$ cat src/rtl/mo_tape_pkg.sv
// Shared constants and state types for the MO5/MO6 cassette recorder.
package mo_tape_pkg;

    localparam int unsigned WAV_HDR_LEN = 44;
    localparam logic [7:0]  PCM_HI      = 8'hC0;
    localparam logic [7:0]  PCM_LO      = 8'h40;
    localparam logic [7:0]  PCM_PAD     = 8'h80;

    typedef enum logic [1:0] {REC_IDLE, REC_RUN, REC_FLUSH} rec_state_t;
    typedef enum logic [1:0] {D_IDLE, D_WR, D_RD, D_RDWAIT} ddr_state_t;
    typedef enum logic [1:0] {U_IDLE, U_LOOK, U_MISS} up_state_t;

    // Byte-enable mask covering lanes 0..n-1.
    function automatic logic [7:0] lane_mask(input logic [2:0] n);
        return 8'((9'd1 << n) - 9'd1);
    endfunction

endpackage

$ cat src/rtl/mo_wav_header.sv
// 44-byte RIFF/WAVE header ROM for 8-bit mono PCM; len is the PCM byte count.
module mo_wav_header
    import mo_tape_pkg::*;
#(
    parameter int unsigned RATE = 44100
) (
    input  logic [5:0]  index,
    input  logic [26:0] len,
    output logic [7:0]  data
);

    logic [31:0] word;

    always_comb begin
        word = 32'h0;
        case (index[5:2])
            4'd0:    word = 32'h4646_4952;            // "RIFF"
            4'd1:    word = 32'(len) + 32'd36;
            4'd2:    word = 32'h4556_4157;            // "WAVE"
            4'd3:    word = 32'h2074_6d66;            // "fmt "
            4'd4:    word = 32'd16;
            4'd5:    word = 32'h0001_0001;            // PCM, mono
            4'd6:    word = 32'(RATE);
            4'd7:    word = 32'(RATE);
            4'd8:    word = 32'h0008_0001;            // block align 1, 8 bits
            4'd9:    word = 32'h6174_6164;            // "data"
            4'd10:   word = 32'(len);
            default: word = 32'h0;
        endcase
        data = word[{index[1:0], 3'b000} +: 8];
    end

endmodule

$ cat src/rtl/mo_tape_recorder.sv
// Cassette-output recorder: packs 8-bit PCM into DDRAM and serves it back on ioctl upload.
// Define MO_TAPE_REC_WAVHDR_EN to prefix the upload with a 44-byte WAV header.
module mo_tape_recorder
    import mo_tape_pkg::*;
#(
    parameter int unsigned SAMPLE_DIV = 907,
    parameter int unsigned RATE       = 44100,
    parameter logic [28:0] BASE_ADDR  = 29'h0080_0000,
    parameter int unsigned MAX_WORDS  = 2**20
) (
    input  logic        sysclk,
    input  logic        reset,
    input  logic        arm,
    input  logic        motor,
    input  logic        cas_out,
    output logic        recording,
    output logic        overflow,
    output logic [26:0] byte_len,
    input  logic        ddram_busy,
    output logic [7:0]  ddram_burstcnt,
    output logic [28:0] ddram_addr,
    output logic [63:0] ddram_din,
    output logic [7:0]  ddram_be,
    output logic        ddram_we,
    output logic        ddram_rd,
    input  logic [63:0] ddram_dout,
    input  logic        ddram_dout_ready,
    input  logic        ioctl_upload,
    input  logic        ioctl_rd,
    input  logic [24:0] ioctl_addr,
    output logic [7:0]  ioctl_din,
    output logic        ioctl_wait
);

    localparam int unsigned TW        = $clog2(SAMPLE_DIV + 1);
    localparam logic [26:0] MAX_BYTES = 27'(MAX_WORDS * 8);

    rec_state_t  rec_state;
    ddr_state_t  d_state;
    up_state_t   up_state;
    logic [TW-1:0] tick_cnt;
    logic        arm_q, upload_q;
    logic [63:0] pack_q, next_pack;
    logic        hold_valid;
    logic [63:0] hold_data;
    logic [7:0]  hold_be;
    logic [23:0] hold_word;
    logic        cache_valid;
    logic [63:0] cache_data;
    logic [23:0] cache_word;
    logic [24:0] up_addr, data_off;
    logic [23:0] data_word;
    logic        up_hdr;
    logic [7:0]  hdr_byte;
    logic        tick, take_start, wr_done, sample;
    logic [2:0]  lane;

    assign tick       = tick_cnt == TW'(SAMPLE_DIV - 1);
    assign take_start = (rec_state == REC_IDLE) && arm && !arm_q && !ioctl_upload;
    assign wr_done    = (d_state == D_WR) && !ddram_busy;
    assign sample     = tick && (rec_state == REC_RUN) && motor;
    assign lane       = byte_len[2:0];
    assign recording  = (rec_state == REC_RUN) && motor;
    assign ioctl_wait = up_state != U_IDLE;
    assign ddram_burstcnt = 8'd1;
    assign data_word  = {2'b00, data_off[24:3]};

    always_comb begin
        next_pack = pack_q;
        next_pack[{lane, 3'b000} +: 8] = cas_out ? PCM_HI : PCM_LO;
    end

`ifdef MO_TAPE_REC_WAVHDR_EN
    mo_wav_header #(.RATE(RATE)) u_hdr (
        .index (up_addr[5:0]),
        .len   (byte_len),
        .data  (hdr_byte)
    );
    assign up_hdr   = up_addr < 25'(WAV_HDR_LEN);
    assign data_off = up_addr - 25'(WAV_HDR_LEN);
`else
    assign hdr_byte = PCM_PAD;
    assign up_hdr   = 1'b0;
    assign data_off = up_addr;
`endif

    // Record FSM, sample packing and the 1-deep write holding register.
    always_ff @(posedge sysclk) begin
        if (reset) begin
            rec_state  <= REC_IDLE;
            tick_cnt   <= '0;
            arm_q      <= 1'b0;
            upload_q   <= 1'b0;
            byte_len   <= '0;
            overflow   <= 1'b0;
            pack_q     <= '0;
            hold_valid <= 1'b0;
            hold_data  <= '0;
            hold_be    <= '0;
            hold_word  <= '0;
        end else begin
            arm_q    <= arm;
            upload_q <= ioctl_upload;
            tick_cnt <= tick ? '0 : tick_cnt + TW'(1);
            if (wr_done) hold_valid <= 1'b0;
            case (rec_state)
                REC_IDLE: begin
                    if (take_start) begin
                        rec_state <= REC_RUN;
                        byte_len  <= '0;
                        overflow  <= 1'b0;
                        pack_q    <= '0;
                    end
                end
                REC_RUN: begin
                    if (sample) begin
                        if (byte_len >= MAX_BYTES) begin
                            overflow <= 1'b1;
                        end else begin
                            pack_q <= next_pack;
                            if (lane == 3'd7 && hold_valid) begin
                                // Dropped word: rewind so its lanes are refilled.
                                overflow <= 1'b1;
                                byte_len <= {byte_len[26:3], 3'b000};
                            end else begin
                                byte_len <= byte_len + 27'd1;
                                if (lane == 3'd7) begin
                                    hold_valid <= 1'b1;
                                    hold_data  <= next_pack;
                                    hold_be    <= 8'hFF;
                                    hold_word  <= byte_len[26:3];
                                end
                            end
                        end
                    end
                    if (!arm || (ioctl_upload && !upload_q)) rec_state <= REC_FLUSH;
                end
                REC_FLUSH: begin
                    if (lane == 3'd0) begin
                        rec_state <= REC_IDLE;
                    end else if (!hold_valid) begin
                        hold_valid <= 1'b1;
                        hold_data  <= pack_q;
                        hold_be    <= lane_mask(lane);
                        hold_word  <= byte_len[26:3];
                        rec_state  <= REC_IDLE;
                    end
                end
                default: rec_state <= REC_IDLE;
            endcase
        end
    end

    // DDRAM port: writes from the holding register take priority over upload misses.
    always_ff @(posedge sysclk) begin
        if (reset) begin
            d_state     <= D_IDLE;
            ddram_we    <= 1'b0;
            ddram_rd    <= 1'b0;
            ddram_addr  <= '0;
            ddram_din   <= '0;
            ddram_be    <= '0;
            cache_valid <= 1'b0;
            cache_data  <= '0;
            cache_word  <= '0;
        end else begin
            if (take_start) cache_valid <= 1'b0;
            unique case (d_state)
                D_IDLE: begin
                    if (hold_valid) begin
                        ddram_we    <= 1'b1;
                        ddram_addr  <= BASE_ADDR + {5'b0, hold_word};
                        ddram_din   <= hold_data;
                        ddram_be    <= hold_be;
                        cache_valid <= 1'b0;
                        d_state     <= D_WR;
                    end else if (up_state == U_MISS) begin
                        ddram_rd   <= 1'b1;
                        ddram_addr <= BASE_ADDR + {5'b0, data_word};
                        d_state    <= D_RD;
                    end
                end
                D_WR: begin
                    if (!ddram_busy) begin
                        ddram_we <= 1'b0;
                        d_state  <= D_IDLE;
                    end
                end
                D_RD: begin
                    if (!ddram_busy) begin
                        ddram_rd <= 1'b0;
                        d_state  <= D_RDWAIT;
                    end
                end
                D_RDWAIT: begin
                    if (ddram_dout_ready) begin
                        cache_data  <= ddram_dout;
                        cache_word  <= data_word;
                        cache_valid <= !take_start;
                        d_state     <= D_IDLE;
                    end
                end
            endcase
        end
    end

    // Upload byte server.
    always_ff @(posedge sysclk) begin
        if (reset) begin
            up_state  <= U_IDLE;
            up_addr   <= '0;
            ioctl_din <= '0;
        end else begin
            case (up_state)
                U_IDLE: begin
                    if (ioctl_rd) begin
                        up_addr  <= ioctl_addr;
                        up_state <= U_LOOK;
                    end
                end
                U_LOOK: begin
                    up_state <= U_IDLE;
                    if (up_hdr) begin
                        ioctl_din <= hdr_byte;
                    end else if ({2'b00, data_off} >= byte_len) begin
                        ioctl_din <= PCM_PAD;
                    end else if (cache_valid && cache_word == data_word) begin
                        ioctl_din <= cache_data[{data_off[2:0], 3'b000} +: 8];
                    end else begin
                        up_state <= U_MISS;
                    end
                end
                U_MISS: begin
                    if (d_state == D_RDWAIT && ddram_dout_ready) begin
                        ioctl_din <= ddram_dout[{data_off[2:0], 3'b000} +: 8];
                        up_state  <= U_IDLE;
                    end
                end
                default: up_state <= U_IDLE;
            endcase
        end
    end

endmodule

$ cat config.mk
export PLATFORM = sky130hd
export DESIGN_NAME = mo_tape_recorder
export DESIGN_NICKNAME = d
export VERILOG_FILES = /design/src/rtl/mo_tape_pkg.sv /design/src/rtl/mo_wav_header.sv /design/src/rtl/mo_tape_recorder.sv
export SDC_FILE = /design/constraint.sdc
export NUM_CORES = 1
export LEC_CHECK = 0
export ABC_AREA = 1
export BUFFER_PORTS_ARGS = -buffer_cell sky130_fd_sc_hd__buf_2
export CAP_MARGIN = 20
export CORE_MARGIN = 1
export CORE_UTILIZATION = 35
export DETAILED_ROUTE_END_ITERATION = 16
export PLACE_DENSITY = 0.52
export SYNTH_ARGS = -nofsm -noshare
export SYNTH_HDL_FRONTEND = slang
export SYNTH_SLANG_ARGS = --single-unit
$ cat constraint.sdc
create_clock -name sysclk -period 3.72 [get_ports sysclk]
set_clock_uncertainty 0.15 [all_clocks]
set_input_delay 0.744 -clock sysclk [delete_from_list [all_inputs] [get_ports sysclk]]
set_output_delay 0.744 -clock sysclk [all_outputs]
set_load 0.01 [all_outputs]
==> out/results.txt, run 1 <==
Status = finished clean
Global route overflow = 0
Routability congestion estimate = 0.902
Post-synth EDFFs = 0
R2r setup slk = 0.94 ns
Critical Path RT = 2.83 ns
Worst hold slack = 0.259 ns
Die width = 231 um
Final Power = 15.0 mW
CP arrival = 1.91 ns
Worst Tran Pin Value = 0.980 ns
H-Tree Depth = 2
Fin crit period = 2.81 ns
Crit start category = flop
Setup TNS = 0 ns
Final WL = 54800 um
VDD IR max = 325 uV
Largest net degree at the start of global routing = 168
Mean Syn Cell Area = 7.33 sq um
PwrDens = 699 nW/um^2
Multi-input logic area = 8250 sq um
Io pins = 247
Max-cap violation count = 0
Clock root cell = clkbuf_16
Fin nets = 2817
Total number of vias = 16.9k
Core area = 51500 sq um
Worst path buffer plus inverter count = 3
Reg2reg path depth = 9
Hold Path Origin = arm
Crit Path Max Fanout = 15
Initial Utilization = 35.6%
Initial antenna violation count = 2
Normalized max-slew margin = 34.6%
Synthesis warning total = 0
CTS max path bufs = 3
Port bufs = 234
DIE HEIGHT = 231 um
Worst-path clk slew = 0.06 ns
FFs w/ async S/R, synth = 0%
# rows = 83
Initial DRC count = 952
CTS Buf Count = 49
Post-CTS sizing = 0
Critical path type = reg -> out
Flops & latches, synth = 426
TritonRoute pass-1 iters = 5
Share of the yosys chip area belonging to registers = 46.5%
WL/cell = 16.2 um
Final setup viols = 0
Area Overhead vs Synth = 17.1%
Max Clock Freq = 356 MHz
Layout cells sized above 1 = 13.9%
Reg2reg start = rec_state[1]$_SDFFE_PP0P_
Die area = 53300 sq um
Slowest stage cell, crit path = ha_1
Mapped Cells = 2504
Global-route wire length before repair = 86200 um
Leakage power = 9.13 nW
Seq. cell area = 8530 sq um
Synthesized area = 18300 sq um
Post-detailed-placement half-perimeter wirelength = 37900 um
CP endpoint kind = output port
Vias in the first global route = 15.8k
WHS Path Cells = 3
Distinct cells, synth = 47
Fillers = 5485
Hold Path Class = in -> reg
Hold Fails Final Rpt = 0
CTS tree = yes
Reg-to-reg endpoint = byte_len[5]$_SDFFE_PP0P_
Final core occ = 41.7%
Vias/cell = 4.97
Worst path most repeated cell = inv_1
Delay-heaviest family, CP = adder cells
Clock sink total = 426
CP peak stage delay = 0.55 ns
Ordered list of cells on the worst path = inv_1 -> ha_1 -> nand2_1 -> inv_1 -> buf_2
Period utilisation layout = 75.5%
Max-slew violation count = 0
Hold Path Sink = arm_q$_SDFF_PP0_
RSZ-0062 raised after global routing = no
Post-synth top flop = dfxtp_1
Clock latency on the worst-skew pair = 0.58 ns
Overall Global Routing Usage = 20.3%
# hold bufs at CTS = 0
ANT nets after route = 0
DRC = 0
# Post-CTS Setup Buffers = 0
-- placed cells by master, fill, tap and decap left out, types with 5 or more instances in the layout --
master and n:
clkbuf_1 14, o21ai_0 328, or2_0 5, nor2_1 355, a31oi_1 23, nand4_1 7
a21oi_1 261, clkbuf_16 49, buf_2 233, nor3_1 30, nand3_1 148, o211ai_1 30
inv_1 226, ha_1 47, nand2_2 9, inv_2 8, o211a_1 5, o221ai_1 8
xor2_1 7, nand2_1 369, dfxtp_1 425, clkbuf_8 10, conb_1 12, buf_4 30
clkinv_2 13
-- worst reg2reg max path, stage by stage (launching register included) --
cell and delay, ns:
dfxtp_1 0.31, inv_1 0.09, ha_1 0.55, inv_1 0.23, o21ai_2 0.22, nand3_2 0.38
inv_2 0.40, nand2_1 0.11, o21ai_0 0.17, a21oi_1 0.06
-- cells by family (layout without fill, tap and decap cells) --
kind of cell / after synthesis / in the layout / share of synthesized area, %
simple gates: 950 / 950 / 21.5
other cells: 2 / 13 / 0.0409
fa+ha+maj: 47 / 47 / 3.21
compound gates: 672 / 672 / 19.5
flops: 426 / 426 / 46.5
mux: 1 / 1 / 0.0546
buf+inv: 398 / 592 / 8.84
xor+xnor: 8 / 8 / 0.382
-- layer usage --
layer	global-route usage [%]	part of all wire, %	vias to the layer above
met5	0	0.031	-
met4	5.86	2.7	2
met3	3.98	5.2	104
met2	33.2	46	395
met1	26.9	46	7810
li1	-	-	8548
-- through the flow --
step | setup WS, ns | instance area, sq um | cells
6_report | 0.913 | 21500 | 3389
5_1_grt | 0.649 | 21500 | 3389
2_1_floorplan | 1.34 | 18400 | 2514
3_3_place_gp | 1.02 | 20000 | 3301
3_5_place_dp | 0.933 | 20000 | 3301
4_1_cts | 0.891 | 21500 | 3388
-- sequential cells by signal (all words and copies together), names as in the netlist, 22 cells and up --
register and count:
byte_len 27, cache_data 64, cache_word 22, data_off 25, ddram_addr 25, ddram_din 64
hold_data 64, hold_word 24, pack_q 64
-- how the worst max path moves through the flow --
stage,startpoint,endpoint,depth (start not counted)
floorplan,byte_len[0]$_SDFFE_PP0P_,hold_data[55]$_SDFFE_PP0P_,9
global placement,rec_state[1]$_SDFFE_PP0P_,byte_len[14]$_SDFFE_PP0P_,11
detailed placement,byte_len[1]$_SDFFE_PP0P_,hold_data[55]$_SDFFE_PP0P_,9
CTS,rec_state[1]$_SDFFE_PP0P_,recording,5
global route,rec_state[1]$_SDFFE_PP0P_,byte_len[14]$_SDFFE_PP0P_,9
finish,rec_state[1]$_SDFFE_PP0P_,recording,5
-- synth_stat cells (8+ instances only) --
master    number  area share, %
nand2_2        8           0.27
a21oi_1      262            7.1
nor3_1        30           0.82
buf_2         39            1.1
nand2_1      371            7.6
a31oi_1       23           0.78
o221ai_1       8           0.38
ha_1          47            3.2
nand3_1      148            4.0
nor2_1       355            7.3
o211ai_1      30            1.2
o21ai_0      328            8.9
dfxtp_1      426             46
inv_1        229            4.7
buf_1          8           0.16
clkbuf_1      93            1.9
buf_4         15           0.61
-- where the power goes --
group / internal [mW] / total [mW] / switching (mW)
clock: 2.69 / 4.59 / 1.91
combinational: 1.55 / 4.76 / 3.20
sequential: 5.22 / 5.67 / 0.453
-- layout make-up --
type | count | area share [%]
multi-input cells | 1690 | 38.4
clock inverters | 14 | 0.460
diodes | 1 | 0.0116
inverters | 240 | 4.22
repair buffers | 265 | 6.66
flip-flops and latches | 426 | 39.7
well taps | 680 | 3.96
clock buffers | 73 | 6.59
(Power assumes the default switching activity.)
==> run 2: changes to the inputs <==
- PLACE_DENSITY: 0.52 -> 0.54
- clock period: 3.72 -> 2.3 ns (I/O delays scaled with it)
==> out/results.txt, run 2 (same netlist as run 1, synthesis figures left out) <==
Hold Path Origin = ioctl_addr[0]
Critical Path RT = 2.66 ns
Leakage power = 10.0 nW
Met2 WL post-DR = 27000 um
Largest net degree at the start of global routing = 95
Normalized max-slew margin = 50.7%
Reg2reg start = byte_len[0]$_SDFFE_PP0P_
Post-detailed-placement half-perimeter wirelength = 39700 um
CP endpoint kind = flop
Worst-path clk slew = 0.06 ns
Max Clock Freq = 445 MHz
TritonRoute pass-1 iters = 5
CTS max path bufs = 3
Post-Place Cell Area = 20900 sq um
# diodes = 0
VDD IR max = 622 uV
Layout cells sized above 1 = 19.0%
Setup TNS = 0 ns
Port bufs = 234
Clock sink total = 426
Max-cap violation count = 0
Total number of vias = 17.7k
Status = finished clean
Multi-input logic area = 8490 sq um
Core area = 51500 sq um
Max-slew violation count = 0
CP arrival = 2.61 ns
Final cell count without fillers = 3537
Die width = 231 um
Die area = 53300 sq um
Placed insts = 3397
CTS tree = yes
Global-route wire length before repair = 88300 um
Worst Setup SP = byte_len[0]$_SDFFE_PP0P_
Crit Path Max Fanout = 16
Vias in the first global route = 16.4k
Global route overflow = 0
Hold Fails Final Rpt = 0
Fin crit period = 2.25 ns
Io pins = 247
Critical path type = reg -> reg
ANT nets after route = 0
Final Power = 26.5 mW
Initial antenna violation count = 2
Worst hold slack = 0.0252 ns
Initial DRC count = 1105
Area Overhead vs Synth = 27.5%
Most frequent cells in the layout = 417 x dfxtp_1, 361 x nand2_1, 353 x nor2_1, 322 x o21ai_0, 259 x a21oi_1
Routability congestion estimate = 0.877
Clock latency on the worst-skew pair = 0.58 ns
Most common cell after layout, fill and taps aside = dfxtp_1
Seq. cell area = 8550 sq um
Overall Global Routing Usage = 20.7%
Period utilisation layout = 97.8%
Initial Utilization = 35.6%
Placement Setup Slack = -0.200 ns
Final core occ = 45.4%
Final setup margin = 0.0510 ns
CTS Buf Count = 48
Hold Path Class = in -> reg
WL/cell = 16.7 um
Vias/cell = 4.99
Worst Tran Pin Value = 0.739 ns
DR top layer = met5
# rows = 83
PwrDens = 1130 nW/um^2
Clock root cell = clkbuf_16
DIE HEIGHT = 231 um
H-Tree Depth = 2
DRC = 0
Fillers = 5321
Crit start category = flop
Final WL = 59200 um
Final instance area = 23400 sq um
Metal3 WL = 2950 um
DRT met1 WL = 27600 um
Fin nets = 2966
Final setup viols = 0
run 2: metal layers:
metal  vias up  GRT usage [%]
met4         4           7.04
met1      8276           27.5
li1       8856              -
met2       428           33.4
met5         -              0
met3        94           3.84
run 2: final cells by class:
class | instances | share of cell area (%)
Timing Repair Buffer | 413 | 12.9
Multi-Input combinational cell | 1690 | 36.3
Timing Repair inverter | 2 | 0.0856
Sequential cell | 426 | 36.5
Clock inverter | 16 | 0.637
Clock buffer | 70 | 5.92
Tap cell | 680 | 3.64
Inverter | 240 | 3.96
run 2: timing repair:
item,in CTS,in global routing
endpoints found under the hold margin,34,0
buffers inserted,3,3
pin swaps,9,10
endpoints found under the setup margin,18,108
cloned,0,14
gates resized for setup,19,60
hold buffers,34,0
run 2: path summary, 6_finish.rpt:
check / end / slack [ns] / depth (start not counted)
setup / recovery: hold_data[32]$_SDFFE_PP0P_ / 0.05 / 11
hold / removal: data_off[0]$_SDFFE_PP0P_ / 0.03 / 3
setup reg to reg: hold_data[32]$_SDFFE_PP0P_ / 0.05 / 11
hold reg to reg: pack_q[14]$_SDFFE_PP0P_ / 0.30 / 2
run 2: worst max-delay path: stages, from the launching register on:
cell      delay, ns
dfxtp_4        0.38
inv_2          0.06
ha_4           0.17
ha_4           0.17
nand2_1        0.06
o21ai_1        0.08
a221oi_2       0.27
nand3_4        0.25
inv_8          0.18
buf_8          0.20
nand3_1        0.09
a21oi_1        0.12
run 2: report_power, final:
part / total, mW / internal (mW) / switching [mW]
registers: 9.15 / 8.45 / 0.699
clock network: 7.53 / 4.40 / 3.14
logic: 9.82 / 3.80 / 6.02
